### src/rtl/stg_mo_if.sv
// rtl/stg_mo_if.sv - dual-port data memory bus between the MO stage and the data RAM
interface stg_mo_if #(
   parameter int DATA_W = 24
);
   logic [DATA_W-1:0] iw_mem_rdata0;
   logic [DATA_W-1:0] iw_mem_rdata1;
   logic              ow_mem_we0;
   logic              ow_mem_we1;
   logic [DATA_W-1:0] ow_mem_wdata0;
   logic [DATA_W-1:0] ow_mem_wdata1;

   modport master (
      input  iw_mem_rdata0, iw_mem_rdata1,
      output ow_mem_we0, ow_mem_we1, ow_mem_wdata0, ow_mem_wdata1
   );

   modport slave (
      output iw_mem_rdata0, iw_mem_rdata1,
      input  ow_mem_we0, ow_mem_we1, ow_mem_wdata0, ow_mem_wdata1
   );
endinterface

### src/rtl/stg_mo.sv
// rtl/stg_mo.sv - pipeline stage 6: memory operation with two-beat 48-bit access sequencing
module stg_mo #(
   parameter int DATA_W = 24,
   parameter int ADDR_W = 48
) (
   input  logic              iw_clk,
   input  logic              iw_rst,
   input  logic [ADDR_W-1:0] iw_pc,
   input  logic [DATA_W-1:0] iw_instr,
   input  logic [7:0]        iw_opc,
   input  logic [3:0]        iw_tgt_gp,
   input  logic              iw_tgt_gp_we,
   input  logic [1:0]        iw_tgt_sr,
   input  logic              iw_tgt_sr_we,
   input  logic              iw_mem_mp,
   input  logic [ADDR_W-1:0] iw_addr,
   input  logic              iw_mem_rd,
   input  logic              iw_mem_wr,
   input  logic              iw_mem_wide,
   input  logic [DATA_W-1:0] iw_result,
   input  logic [ADDR_W-1:0] iw_sr_result,
   input  logic              iw_trap_pending,
   stg_mo_if.master          mem,
   output logic              ow_stall,
   output logic              ow_addr_ovr_en,
   output logic [ADDR_W-1:0] ow_addr_ovr,
   output logic [ADDR_W-1:0] ow_pc,
   output logic [DATA_W-1:0] ow_instr,
   output logic [7:0]        ow_opc,
   output logic [3:0]        ow_tgt_gp,
   output logic              ow_tgt_gp_we,
   output logic [1:0]        ow_tgt_sr,
   output logic              ow_tgt_sr_we,
   output logic [DATA_W-1:0] ow_result,
   output logic [ADDR_W-1:0] ow_sr_result
);

   typedef enum logic {IDLE, HI} state_t;

   state_t            state, state_nxt;
   logic [DATA_W-1:0] rd_sel;
   logic              wr_any;
   logic [DATA_W-1:0] wr_dat;

   logic [ADDR_W-1:0] sh_pc;
   logic [DATA_W-1:0] sh_instr;
   logic [7:0]        sh_opc;
   logic [3:0]        sh_tgt_gp;
   logic              sh_tgt_gp_we;
   logic [1:0]        sh_tgt_sr;
   logic              sh_tgt_sr_we;
   logic              sh_wr;
   logic [DATA_W-1:0] r_lo;
   logic [DATA_W-1:0] r_hi;

   logic mem_req;
   assign mem_req     = (iw_mem_rd | iw_mem_wr) & ~iw_trap_pending;
   assign rd_sel      = iw_mem_mp ? mem.iw_mem_rdata1 : mem.iw_mem_rdata0;
   assign ow_addr_ovr = iw_addr + ADDR_W'(1);

   // Everything combinational is forced quiet while reset is held, including the HI beat.
   always_comb begin
      state_nxt          = state;
      ow_stall           = 1'b0;
      ow_addr_ovr_en     = 1'b0;
      wr_any             = 1'b0;
      wr_dat             = '0;
      mem.ow_mem_we0     = 1'b0;
      mem.ow_mem_we1     = 1'b0;
      mem.ow_mem_wdata0  = '0;
      mem.ow_mem_wdata1  = '0;
      if (!iw_rst) begin
         case (state)
            IDLE: begin
               if (mem_req && iw_mem_wide) begin
                  ow_stall       = 1'b1;
                  ow_addr_ovr_en = 1'b1;
                  state_nxt      = HI;
                  if (iw_mem_wr) begin
                     wr_any = 1'b1;
                     wr_dat = iw_sr_result[DATA_W-1:0];
                  end
               end else if (mem_req && iw_mem_wr) begin
                  wr_any = 1'b1;
                  wr_dat = iw_result;
               end
            end
            HI: begin
               state_nxt = IDLE;
               if (sh_wr) begin
                  wr_any = 1'b1;
                  wr_dat = r_hi;
               end
            end
            default: state_nxt = IDLE;
         endcase
      end
      if (wr_any) begin
         if (iw_mem_mp) begin
            mem.ow_mem_we1    = 1'b1;
            mem.ow_mem_wdata1 = wr_dat;
         end else begin
            mem.ow_mem_we0    = 1'b1;
            mem.ow_mem_wdata0 = wr_dat;
         end
      end
   end

   always_ff @(posedge iw_clk or posedge iw_rst) begin
      if (iw_rst) begin
         state        <= IDLE;
         ow_pc        <= '0;
         ow_instr     <= '0;
         ow_opc       <= '0;
         ow_tgt_gp    <= '0;
         ow_tgt_gp_we <= 1'b0;
         ow_tgt_sr    <= '0;
         ow_tgt_sr_we <= 1'b0;
         ow_result    <= '0;
         ow_sr_result <= '0;
         sh_pc        <= '0;
         sh_instr     <= '0;
         sh_opc       <= '0;
         sh_tgt_gp    <= '0;
         sh_tgt_gp_we <= 1'b0;
         sh_tgt_sr    <= '0;
         sh_tgt_sr_we <= 1'b0;
         sh_wr        <= 1'b0;
         r_lo         <= '0;
         r_hi         <= '0;
      end else begin
         state <= state_nxt;
         if (state == IDLE) begin
            ow_pc        <= iw_pc;
            ow_instr     <= iw_instr;
            ow_opc       <= iw_opc;
            ow_tgt_gp    <= iw_tgt_gp;
            ow_tgt_gp_we <= iw_tgt_gp_we & ~iw_trap_pending;
            ow_tgt_sr    <= iw_tgt_sr;
            ow_tgt_sr_we <= iw_tgt_sr_we & ~iw_trap_pending;
            ow_result    <= iw_result;
            ow_sr_result <= iw_sr_result;
            if (mem_req && iw_mem_wide) begin
               sh_pc        <= iw_pc;
               sh_instr     <= iw_instr;
               sh_opc       <= iw_opc;
               sh_tgt_gp    <= iw_tgt_gp;
               sh_tgt_gp_we <= iw_tgt_gp_we;
               sh_tgt_sr    <= iw_tgt_sr;
               sh_tgt_sr_we <= iw_tgt_sr_we;
               sh_wr        <= iw_mem_wr;
               r_lo         <= rd_sel;
               r_hi         <= iw_sr_result[ADDR_W-1:DATA_W];
               ow_tgt_gp_we <= 1'b0;
               ow_tgt_sr_we <= 1'b0;
            end else if (mem_req && iw_mem_rd && !iw_mem_wr) begin
               ow_result <= rd_sel;
            end
         end else begin
            // High beat: the instruction's own fields come back from the shadow copy.
            ow_pc        <= sh_pc;
            ow_instr     <= sh_instr;
            ow_opc       <= sh_opc;
            ow_tgt_gp    <= sh_tgt_gp;
            ow_tgt_gp_we <= sh_tgt_gp_we;
            ow_tgt_sr    <= sh_tgt_sr;
            ow_tgt_sr_we <= sh_tgt_sr_we;
            if (!sh_wr) ow_sr_result <= {rd_sel, r_lo};
         end
      end
   end

endmodule

### src/flat_wrapper.sv
// flat-port wrapper written by rule: the top's interface ports become plain ports
module stg_mo_flat 
#(
   parameter int DATA_W = 24,
   parameter int ADDR_W = 48
)
  (iw_clk, iw_rst, iw_pc, iw_instr, iw_opc, iw_tgt_gp, iw_tgt_gp_we, iw_tgt_sr, iw_tgt_sr_we, iw_mem_mp, iw_addr, iw_mem_rd, iw_mem_wr, iw_mem_wide, iw_result, iw_sr_result, iw_trap_pending, ow_stall, ow_addr_ovr_en, ow_addr_ovr, ow_pc, ow_instr, ow_opc, ow_tgt_gp, ow_tgt_gp_we, ow_tgt_sr, ow_tgt_sr_we, ow_result, ow_sr_result, mem_iw_mem_rdata0, mem_iw_mem_rdata1, mem_ow_mem_we0, mem_ow_mem_we1, mem_ow_mem_wdata0, mem_ow_mem_wdata1);
  stg_mo_if #(.DATA_W(DATA_W)) mem_i ();
  input  logic iw_clk;
  input  logic iw_rst;
  input  logic [ADDR_W-1:0] iw_pc;
  input  logic [DATA_W-1:0] iw_instr;
  input  logic [7:0] iw_opc;
  input  logic [3:0] iw_tgt_gp;
  input  logic iw_tgt_gp_we;
  input  logic [1:0] iw_tgt_sr;
  input  logic iw_tgt_sr_we;
  input  logic iw_mem_mp;
  input  logic [ADDR_W-1:0] iw_addr;
  input  logic iw_mem_rd;
  input  logic iw_mem_wr;
  input  logic iw_mem_wide;
  input  logic [DATA_W-1:0] iw_result;
  input  logic [ADDR_W-1:0] iw_sr_result;
  input  logic iw_trap_pending;
  output logic ow_stall;
  output logic ow_addr_ovr_en;
  output logic [ADDR_W-1:0] ow_addr_ovr;
  output logic [ADDR_W-1:0] ow_pc;
  output logic [DATA_W-1:0] ow_instr;
  output logic [7:0] ow_opc;
  output logic [3:0] ow_tgt_gp;
  output logic ow_tgt_gp_we;
  output logic [1:0] ow_tgt_sr;
  output logic ow_tgt_sr_we;
  output logic [DATA_W-1:0] ow_result;
  output logic [ADDR_W-1:0] ow_sr_result;
  input wire logic [$bits(mem_i.iw_mem_rdata0)-1:0] mem_iw_mem_rdata0;
  input wire logic [$bits(mem_i.iw_mem_rdata1)-1:0] mem_iw_mem_rdata1;
  output wire logic [$bits(mem_i.ow_mem_we0)-1:0] mem_ow_mem_we0;
  output wire logic [$bits(mem_i.ow_mem_we1)-1:0] mem_ow_mem_we1;
  output wire logic [$bits(mem_i.ow_mem_wdata0)-1:0] mem_ow_mem_wdata0;
  output wire logic [$bits(mem_i.ow_mem_wdata1)-1:0] mem_ow_mem_wdata1;
  assign mem_i.iw_mem_rdata0 = mem_iw_mem_rdata0;
  assign mem_i.iw_mem_rdata1 = mem_iw_mem_rdata1;
  assign mem_ow_mem_we0 = mem_i.ow_mem_we0;
  assign mem_ow_mem_we1 = mem_i.ow_mem_we1;
  assign mem_ow_mem_wdata0 = mem_i.ow_mem_wdata0;
  assign mem_ow_mem_wdata1 = mem_i.ow_mem_wdata1;
  stg_mo #(.DATA_W(DATA_W), .ADDR_W(ADDR_W)) u_core (.iw_clk(iw_clk), .iw_rst(iw_rst), .iw_pc(iw_pc), .iw_instr(iw_instr), .iw_opc(iw_opc), .iw_tgt_gp(iw_tgt_gp), .iw_tgt_gp_we(iw_tgt_gp_we), .iw_tgt_sr(iw_tgt_sr), .iw_tgt_sr_we(iw_tgt_sr_we), .iw_mem_mp(iw_mem_mp), .iw_addr(iw_addr), .iw_mem_rd(iw_mem_rd), .iw_mem_wr(iw_mem_wr), .iw_mem_wide(iw_mem_wide), .iw_result(iw_result), .iw_sr_result(iw_sr_result), .iw_trap_pending(iw_trap_pending), .mem(mem_i), .ow_stall(ow_stall), .ow_addr_ovr_en(ow_addr_ovr_en), .ow_addr_ovr(ow_addr_ovr), .ow_pc(ow_pc), .ow_instr(ow_instr), .ow_opc(ow_opc), .ow_tgt_gp(ow_tgt_gp), .ow_tgt_gp_we(ow_tgt_gp_we), .ow_tgt_sr(ow_tgt_sr), .ow_tgt_sr_we(ow_tgt_sr_we), .ow_result(ow_result), .ow_sr_result(ow_sr_result));
endmodule
### config.mk
export PLATFORM = sky130hd
export DESIGN_NAME = stg_mo_flat
export DESIGN_NICKNAME = d
export VERILOG_FILES = /design/src/rtl/stg_mo_if.sv /design/src/rtl/stg_mo.sv /design/src/flat_wrapper.sv
export SDC_FILE = /design/constraint.sdc
export NUM_CORES = 1
export LEC_CHECK = 0
export CORE_AREA = 10 10 197 199
export DETAILED_ROUTE_END_ITERATION = 8
export DIE_AREA = 0 0 207 209
export DONT_BUFFER_PORTS = 1
export SYNTH_ARGS = -nofsm -noshare
export SYNTH_HDL_FRONTEND = slang
export SYNTH_SLANG_ARGS = --single-unit
### constraint.sdc
create_clock -name iw_clk -period 11.33 [get_ports iw_clk]
set_clock_uncertainty 0.15 [all_clocks]
set_input_delay 2.266 -clock iw_clk [delete_from_list [all_inputs] [get_ports iw_clk]]
set_output_delay 2.266 -clock iw_clk [all_outputs]
set_load 0.02 [all_outputs]
==> metrics.txt, run 1 <==
site row count just under 70; core area around 35000 sq um; layout cells sized above 1 0.137; Die Area around 43000 sq um; CP Class input port to output port; vias post-DR approximately 11000; Design Power between 2 and 3 mW; largest net degree at the start of global routing between 80 and 90; crit path buf inv count 0; period utilisation layout 0.602; Compound-Gate Fraction of Synth Area 0.0846; Synth Area in XOR/XNOR 0.0288; CP Data Required Time 8910 ps; flop2flop setup slack 7330 ps; Worst-Skew Late Latency ~520 ps; Seq/Total Area, Yosys 0.533; CP Launch Type input port; syn_nets about 1700; critical-path cell list and4_1 -> nand4_1 -> nor4_1 -> xor2_1; crit-path max FO 22; Crit. End Element output port; H-tree Lvls 2; Setup TNS 0 ps; # setup viols final 0; outcome completed; syn_area_per_cell 9.60 sq um; total track usage 0.210; Inserted Clock Buffers 34; placer congestion estimate about 0.95; adder and majority gate portion of the synthesized area 0.000894; Clock Sinks slightly below 300; clock root cell clkbuf_16; end of the critical path ow_addr_ovr[46]; FF-to-FF End u_core.r_hi[2]$_DFFE_PP0P_; initial antenna violation count 2; Top Family by Delay on Critical Path simple AND/OR/NAND/NOR gates; vias per cell around 5.6; Seq cells post-synth slightly below 300; final hold vios 0; Starting Density 0.399; Worst Setup SP iw_addr[10]; minimum clock period a little under 7000 ps; clock buffer depth 3; Max Slew Vio Count 0; Final ANT Viol Nets 0; R2R depth 6; Post-Place Cell Area around 14000 sq um; Cells after Synth 1457; Slew HR 0.231; Worst Max-Slew Pin Slew approximately 1100 ps; largest family of logic cells by synthesized area simple AND/OR/NAND/NOR gates; CP arrival approximately 4400 ps; nets between 1500 and 2000; Top Ports 523; first-pass GRT wire length 70900 microns; hpwl dp between 30000 and 40000 microns; Layout Area Growth over Synthesis 10.1%; Final Util 0.440; TritonCTS clock tree yes; Die Width 207 microns; DRC errors left 0; asr flop ratio synth 1.00; PnR worst setup slack 4510 ps; grt ovf 0; Yosys warning count 0; number of global-route vias before repair roughly 11000; number of DRC markers in iteration 0 842; synthesized cell area about 14000 sq um; DP Worst Slack around 4600 ps; mux cell area share after synthesis 0.124; Post-synth EDFFs 0; worst hold path type register to register; clk slew on worst S/H paths approximately 60 ps; Crit path depth 4; final wirelength ~48000 microns; Most used DFF post-synth dfrtp_1; Avg WL per Cell between 20 and 30 microns; RSZ-0062 raised after global routing false; I/O Buffers 0; Post-CTS Resized 0; Initial DRT Pass Iterations 5; commonest non-fill, non-tap cell in the layout nand2_1; Post-CTS Hold Buffers 0; maxcap violations 0; Peak supply drop 133 uV; Power Density around 190 nW/um^2; r2r startpoint u_core.state$_DFFE_PP0N_; most frequent cells in the layout nand2_1, dfrtp_1, o21ai_0; Worst path max stage delay roughly 760 ps; unique cell type count in the Yosys netlist 40; Simple-Gate Fraction of Synth Area 0.197; die height around 210 microns; FMAX 0.147 GHz; Post-Layout Inst Area 15400 sq um; Max stage delay cell, worst path nand4_1; Leak a little under 7 nW; post-CTS setup buffer count 0
kinds of logic (layout without fill, tap and decap cells):
group / Yosys count / count (layout)
AND/OR/NAND/NOR: 643 / 643
other: 0 / 3
flip-flops: 298 / 298
multiplexers: 159 / 159
buffers and inverters: 112 / 81
XOR/XNOR: 46 / 46
adder cells (fa/ha/maj): 1 / 1
AO/OA/AOI/OAI: 198 / 198
per-stage QoR:
step / cells / hold WS, ps
2_1_floorplan: 1457 / 290
3_3_place_gp: 1827 / 301
3_5_place_dp: 1827 / 306
4_1_cts: 1887 / 321
5_1_grt: 1888 / 337
6_report: 1890 / 316
sequential cells by signal, indices dropped and copies added, names as in the netlist, 2 cells and up:
signal / flops
u_core.ow_pc: 48
u_core.r_hi: 24
u_core.ow_opc: 8
u_core.sh_opc: 8
u_core.ow_tgt_gp: 4
u_core.sh_tgt_gp: 4
u_core.sh_pc: 48
u_core.sh_tgt_sr: 2
u_core.ow_sr_result: 48
u_core.ow_result: 24
u_core.sh_instr: 24
u_core.ow_tgt_sr: 2
u_core.ow_instr: 24
u_core.r_lo: 24
power by group:
group | switching, mW | leakage (nW) | internal [mW] | total (mW)
Sequential | 0.189 | 3.59 | 1.22 | 1.41
Clock | 0.441 | 0.542 | 0.656 | 1.10
Combinational | 0.213 | 2.68 | 0.137 | 0.350
Total | 0.843 | 6.81 | 2.01 | 2.85
how the worst min path moves through the flow:
stage                                          from  cells after the start  slack (ps)                              end
CTS                    u_core.sh_opc[5]$_DFFE_PP0P_                      2         320     u_core.sh_opc[5]$_DFFE_PP0P_
global placement    u_core.sh_instr[15]$_DFFE_PP0P_                      2         300  u_core.sh_instr[15]$_DFFE_PP0P_
detailed placement   u_core.sh_instr[9]$_DFFE_PP0P_                      2         310   u_core.sh_instr[9]$_DFFE_PP0P_
finish              u_core.sh_instr[15]$_DFFE_PP0P_                      2         320  u_core.sh_instr[15]$_DFFE_PP0P_
global route        u_core.sh_instr[15]$_DFFE_PP0P_                      2         340  u_core.sh_instr[15]$_DFFE_PP0P_
floorplan            u_core.sh_instr[0]$_DFFE_PP0P_                      2         290   u_core.sh_instr[0]$_DFFE_PP0P_
synthesized netlist by cell type (all sizes together) (18+ instances only):
library cell	count	area (sq um)
a21oi	24	120
a32oi	24	210
buf	25	124
clkbuf	80	300
dfrtp	298	7460
mux2	111	1250
mux2i	48	480
nand2	445	1670
nand3	18	90.1
nor2	80	300
nor2b	27	169
o21ai	122	611
o2bb2ai	24	210
xor2	29	254
routing by layer:
metal | vias to the layer above | wire (microns) | track usage
met4 | 0 | 1490 | 0.0743
met1 | 5222 | 17700 | 0.241
li1 | 4788 | - | -
met3 | 81 | 5990 | 0.102
met5 | - | 0 | 0
met2 | 505 | 22700 | 0.334
tightest hold or removal path: stages, from the launching register on:
cell,delay (ps)
dfrtp_1,330
nand2_1,50
nand2_1,50
final cells by class:
class	instances	area (sq um)
well taps	461	577
fillers	3365	19600
multi-input cells	1047	6110
clock inverters	10	128
diodes	3	7.51
inverters	7	30.0
repair buffers	14	105
flip-flops and latches	298	7460
clock buffers	50	991
Note: power is estimated with default switching activity, not from simulation.
==> inputs of run 2 (changes only) <==
==> constraint.sdc (replaced) <==
create_clock -name iw_clk -period 5.6 [get_ports iw_clk]
set_clock_uncertainty 0.15 [all_clocks]
set_input_delay 1.12 -clock iw_clk [delete_from_list [all_inputs] [get_ports iw_clk]]
set_output_delay 1.12 -clock iw_clk [all_outputs]
set_load 0.02 [all_outputs]
==> metrics.txt, run 2 (synthesis gave the netlist of run 1 again) <==
outcome completed (unchanged); crit path buf inv count 1 (was 0); CP arrival 3310 ps (was 4400 ps); Slew HR 0.237 (was 0.231); layout cells sized above 1 0.166 (was 0.137); Post-CTS Resized 0 (unchanged); Design Power 6.00 mW (was 2.85 mW); Crit. End Element output port (unchanged); Largest regs u_core.ow_pc: 48 flops, u_core.ow_sr_result: 48 flops, u_core.sh_pc: 48 flops (unchanged); Die Area 43300 sq um (unchanged); largest net degree at the start of global routing 178 (was 86); Post-Route Hold Slack 316 ps (about the same); Final ANT Viol Nets 0 (unchanged); RSZ-0062 raised after global routing false (unchanged); Initial DRT Pass Iterations 5 (unchanged); critical-path cell list and4_1 -> nand4_1 -> buf_4 -> nor4_1 -> xor2_1 (was and4_1 -> nand4_1 -> nor4_1 -> xor2_1); Clock Sinks 298 (unchanged); CP Class input port to output port (unchanged); # setup viols final 0 (unchanged); Layout Area Growth over Synthesis 12.4% (was 10.1%); core area 35100 sq um (unchanged); commonest non-fill, non-tap cell in the layout nand2_1 (unchanged); clk slew on worst S/H paths 60 ps (about the same); placed cells 1837 (was 1827); most frequent cells in the layout nand2_1, dfrtp_1, o21ai_0 (unchanged); Post-CTS Hold Buffers 0 (unchanged); Die Width 207 microns (unchanged); grt ovf 0 (unchanged); Power Density 382 nW/um^2 (was 185 nW/um^2); final hold vios 0 (unchanged); nets 1677 (was 1666); Worst path max stage delay 630 ps (was 760 ps); TritonCTS clock tree yes (unchanged); DRC errors left 0 (unchanged); final wirelength 48800 microns (was 48000 microns); Top Ports 523 (unchanged); site row count 69 (unchanged); fin cells 1903 (was 1890); Starting Density 0.399 (unchanged); Max Slew Vio Count 0 (unchanged); maxcap violations 0 (unchanged); clock buffer depth 3 (unchanged); Max stage delay cell, worst path nand4_1 (unchanged); period utilisation layout 0.818; placer congestion estimate 0.963 (was 0.947); FMAX 0.218 GHz; Worst-Skew Late Latency 520 ps (about the same); CP Launch Type input port (unchanged); Worst Max-Slew Pin Slew 1140 ps (was 1150 ps); vias post-DR 10700 (was 10600); vias per cell 5.61 (about the same); die height 209 microns (unchanged); Leak 6.94 nW (was 6.81 nW); first-pass GRT wire length 73400 microns (was 70900 microns); initial antenna violation count 3 (was 2); Setup TNS 0 ps (unchanged); flop2flop setup slack 2760 ps (was 7330 ps); CP Data Required Time 4330 ps (was 8910 ps); total track usage 0.215 (was 0.210); post-CTS setup buffer count 0 (unchanged); I/O Buffers 0 (unchanged); Top Family by Delay on Critical Path simple AND/OR/NAND/NOR gates (unchanged); Inserted Clock Buffers 35 (was 34); number of global-route vias before repair 10900 (was 10600); H-tree Lvls 2 (unchanged); number of DRC markers in iteration 0 985 (was 842); worst hold path type register to register (unchanged); hpwl dp 35900 microns (was 34900 microns); Avg WL per Cell 25.6 microns (was 25.4 microns); clock root cell clkbuf_16 (unchanged); crit-path max FO 14 (was 22); minimum clock period ~4600 ps; Peak supply drop 335 uV (was 133 uV)
## run 2: layer usage
layer | vias up | track usage | part of all wire
met5 | - | 0 | 0.00027
met2 | 523 | 0.336 | 0.46
met3 | 76 | 0.110 | 0.14
met1 | 5270 | 0.260 | 0.38
met4 | 2 | 0.0496 | 0.018
li1 | 4810 | - | -
## run 2: metrics by stage
| step | setup WS, ps | util | instance area, sq um |
|---|---|---|---|
| 2_1_floorplan | -2020 | - | 14200 |
| 3_3_place_gp | 1210 | 0.413 | 14500 |
| 3_5_place_dp | 1150 | 0.413 | 14500 |
| 4_1_cts | 1140 | 0.449 | 15700 |
| 5_1_grt | 938 | 0.449 | 15700 |
| 6_report | 1020 | 0.449 | 15700 |
## run 2: layout make-up
type / count / area, sq um
Fill cell: 3381 / 19300
Clock buffer: 50 / 1030
Sequential cell: 298 / 7460
Multi-Input combinational cell: 1047 / 6220
Tap cell: 461 / 577
Clock inverter: 12 / 208
Timing Repair Buffer: 24 / 193
Antenna cell: 4 / 10.0
Inverter: 7 / 30.0
## run 2: worst paths after layout
| check | cells past startpoint | to | from |
|---|---|---|---|
| worst min register to register | 2 | u_core.sh_instr[5]$_DFFE_PP0P_ | u_core.sh_instr[5]$_DFFE_PP0P_ |
| worst max register to register | 3 | u_core.ow_pc[16]$_DFF_PP0_ | u_core.state$_DFFE_PP0N_ |
| max in group asynchronous | 3 | u_core.ow_pc[25]$_DFF_PP0_ | iw_rst |
| min in group asynchronous | 2 | u_core.state$_DFFE_PP0N_ | iw_rst |
| worst min-delay path | 2 | u_core.sh_instr[5]$_DFFE_PP0P_ | u_core.sh_instr[5]$_DFFE_PP0P_ |
| worst max-delay path | 5 | ow_addr_ovr[46] | iw_addr[10] |
## run 2: power breakdown
group | internal, mW | total, mW | switching (mW)
logic | 0.282 | 0.737 | 0.455
registers | 2.46 | 2.84 | 0.374
clock network | 1.52 | 2.43 | 0.906
total | 4.27 | 6.00 | 1.74
## run 2: tightest hold or removal path, stage by stage, from the launching register on
cell and delay, ps:
dfrtp_1 330, nand2_1 50, nand2_1 50
==> inputs of run 3 (changes only) <==
--- a/config.mk
+++ b/config.mk
@@ -5,9 +5,9 @@
 export SDC_FILE = /design/constraint.sdc
 export NUM_CORES = 1
 export LEC_CHECK = 0
-export CORE_AREA = 10 10 197 199
+export CORE_AREA = 10 10 194 196
 export DETAILED_ROUTE_END_ITERATION = 8
-export DIE_AREA = 0 0 207 209
+export DIE_AREA = 0 0 204 206
 export DONT_BUFFER_PORTS = 1
 export SYNTH_ARGS = -nofsm -noshare
 export SYNTH_HDL_FRONTEND = slang
==> constraint.sdc (replaced) <==
create_clock -name iw_clk -period 4.4 [get_ports iw_clk]
set_clock_uncertainty 0.15 [all_clocks]
set_input_delay 0.88 -clock iw_clk [delete_from_list [all_inputs] [get_ports iw_clk]]
set_output_delay 0.88 -clock iw_clk [all_outputs]
set_load 0.02 [all_outputs]
==> metrics.txt, run 3 (synthesis gave the netlist of run 1 again) <==
minimum clock period about 3700 ps; Worst path max stage delay 470 ps (was 630 ps); Initial DRT Pass Iterations 5 (unchanged); Post-Route Hold Slack 302 ps (was 316 ps); total track usage 0.219 (was 0.215); largest net degree at the start of global routing 177 (was 178); Die Width 204 microns (was 207 microns); # setup viols final 0 (unchanged); vias post-DR 10700 (about the same); vias per cell 5.60 (was 5.61); Layout Area Growth over Synthesis 13.7% (was 12.4%); CP Launch Type input port (unchanged); period utilisation layout 0.849; RSZ-0062 raised after global routing false (unchanged); Crit. End Element output port (unchanged); PnR worst setup slack 664 ps (was 1020 ps); Worst-Skew Late Latency 500 ps (was 520 ps); CP arrival 2710 ps (was 3310 ps); core area 33900 sq um (was 35100 sq um); fin cells 1916 (was 1903); DRC errors left 0 (unchanged); Post-CTS Resized 0 (unchanged); Post-Place Cell Area 14700 sq um (was 14500 sq um); grt ovf 0 (unchanged); Clock Sinks 298 (unchanged); H-tree Lvls 2 (unchanged); final hold vios 0 (unchanged); CP Data Required Time 3370 ps (was 4330 ps); final wirelength 48500 microns (was 48800 microns); Power Density 480 nW/um^2 (was 382 nW/um^2); hpwl dp 35500 microns (was 35900 microns); Inserted Clock Buffers 35 (unchanged); placed cells 1853 (was 1837); number of DRC markers in iteration 0 828 (was 985); TritonCTS clock tree yes (unchanged); Slew HR 0.330 (was 0.237); nets 1699 (was 1677); crit-path max FO 12 (was 14); Final ANT Viol Nets 0 (unchanged); Avg WL per Cell 25.3 microns (was 25.6 microns); most frequent cells in the layout nand2_1, dfrtp_1, o21ai_0 (unchanged); initial antenna violation count 2 (was 3); placer congestion estimate 0.927 (was 0.963); outcome completed (unchanged); Worst Max-Slew Pin Slew 1000 ps (was 1140 ps); die height 206 microns (was 209 microns); clk slew on worst S/H paths 60 ps (about the same); CP Class input port to output port (unchanged); clock root cell clkbuf_16 (unchanged); Leak 7.06 nW (was 6.94 nW); clock buffer depth 3 (unchanged); Peak supply drop 376 uV (was 335 uV); post-CTS setup buffer count 0 (unchanged); Top Ports 523 (unchanged); critical-path cell list ha_1 -> and4_1 -> nand2_1 -> nor4_1 -> xor2_1 (was and4_1 -> nand4_1 -> buf_4 -> nor4_1 -> xor2_1); Starting Density 0.412 (was 0.399); maxcap violations 0 (unchanged); first-pass GRT wire length 70800 microns (was 73400 microns); Post-CTS Hold Buffers 0 (unchanged); layout cells sized above 1 0.182 (was 0.166); Largest regs u_core.ow_pc: 48 flops, u_core.ow_sr_result: 48 flops, u_core.sh_pc: 48 flops (unchanged); Max stage delay cell, worst path xor2_1 (was nand4_1); Post-Layout Inst Area 15900 sq um (was 15700 sq um); FMAX 0.268 GHz; Max Slew Vio Count 0 (unchanged); site row count 68 (was 69); I/O Buffers 0 (unchanged); worst hold path type input port to asynchronous set/reset pin (was register to register); Die Area 42000 sq um (was 43300 sq um); DP Worst Slack 743 ps (was 1150 ps); number of global-route vias before repair 10800 (was 10900); commonest non-fill, non-tap cell in the layout nand2_1 (unchanged); Design Power 7.63 mW (was 6.00 mW)
run 3: per-layer routing:
| metal | track usage | wire [microns] |
|---|---|---|
| met5 | 0 | 10 |
| met1 | 0.264 | 18200 |
| met3 | 0.0973 | 6240 |
| met4 | 0.0640 | 1120 |
| met2 | 0.347 | 23000 |
run 3: final timing paths:
check,depth (start not counted),slack [ps],from,to
setup reg to reg,3,1800,u_core.state$_DFFE_PP0N_,u_core.ow_pc[19]$_DFF_PP0_
min in group iw_clk,2,320,u_core.sh_tgt_gp[2]$_DFFE_PP0P_,u_core.sh_tgt_gp[2]$_DFFE_PP0P_
max in group asynchronous,3,2330,iw_rst,u_core.ow_sr_result[35]$_DFFE_PP0P_
hold / removal,2,300,iw_rst,u_core.r_lo[1]$_DFFE_PP0P_
hold reg to reg,2,320,u_core.sh_tgt_gp[2]$_DFFE_PP0P_,u_core.sh_tgt_gp[2]$_DFFE_PP0P_
setup / recovery,5,660,iw_addr[0],ow_addr_ovr[32]
run 3: worst max-delay path, delay by kind of cell:
family / cells / cell delay, ps
XOR/XNOR: 1 / 470
adder cells (fa/ha/maj): 1 / 200
AND/OR/NAND/NOR: 3 / 1150
run 3: final cells by class:
cell class              count  area, sq um
repair buffers             46          370
clock buffers              50         1060
flip-flops and latches    298         7460
inverters                   7         30.0
multi-input cells        1047         6220
clock inverters            12          184
well taps                 455          569
diodes                      1         2.50
fillers                  3146        18000
run 3: metrics by stage:
stage	setup TNS [ps]	utilization
3_5_place_dp	0	0.432
3_3_place_gp	0	0.432
5_1_grt	0	0.468
4_1_cts	0	0.468
6_report	0	0.468
2_1_floorplan	-313200	-
run 3: power by group:
group / leakage (nW) / switching (mW) / total, mW / internal (mW)
Combinational: 2.85 / 0.579 / 0.946 / 0.367
Clock: 0.611 / 1.15 / 3.07 / 1.92
Sequential: 3.59 / 0.476 / 3.61 / 3.14
Total: 7.06 / 2.21 / 7.63 / 5.43
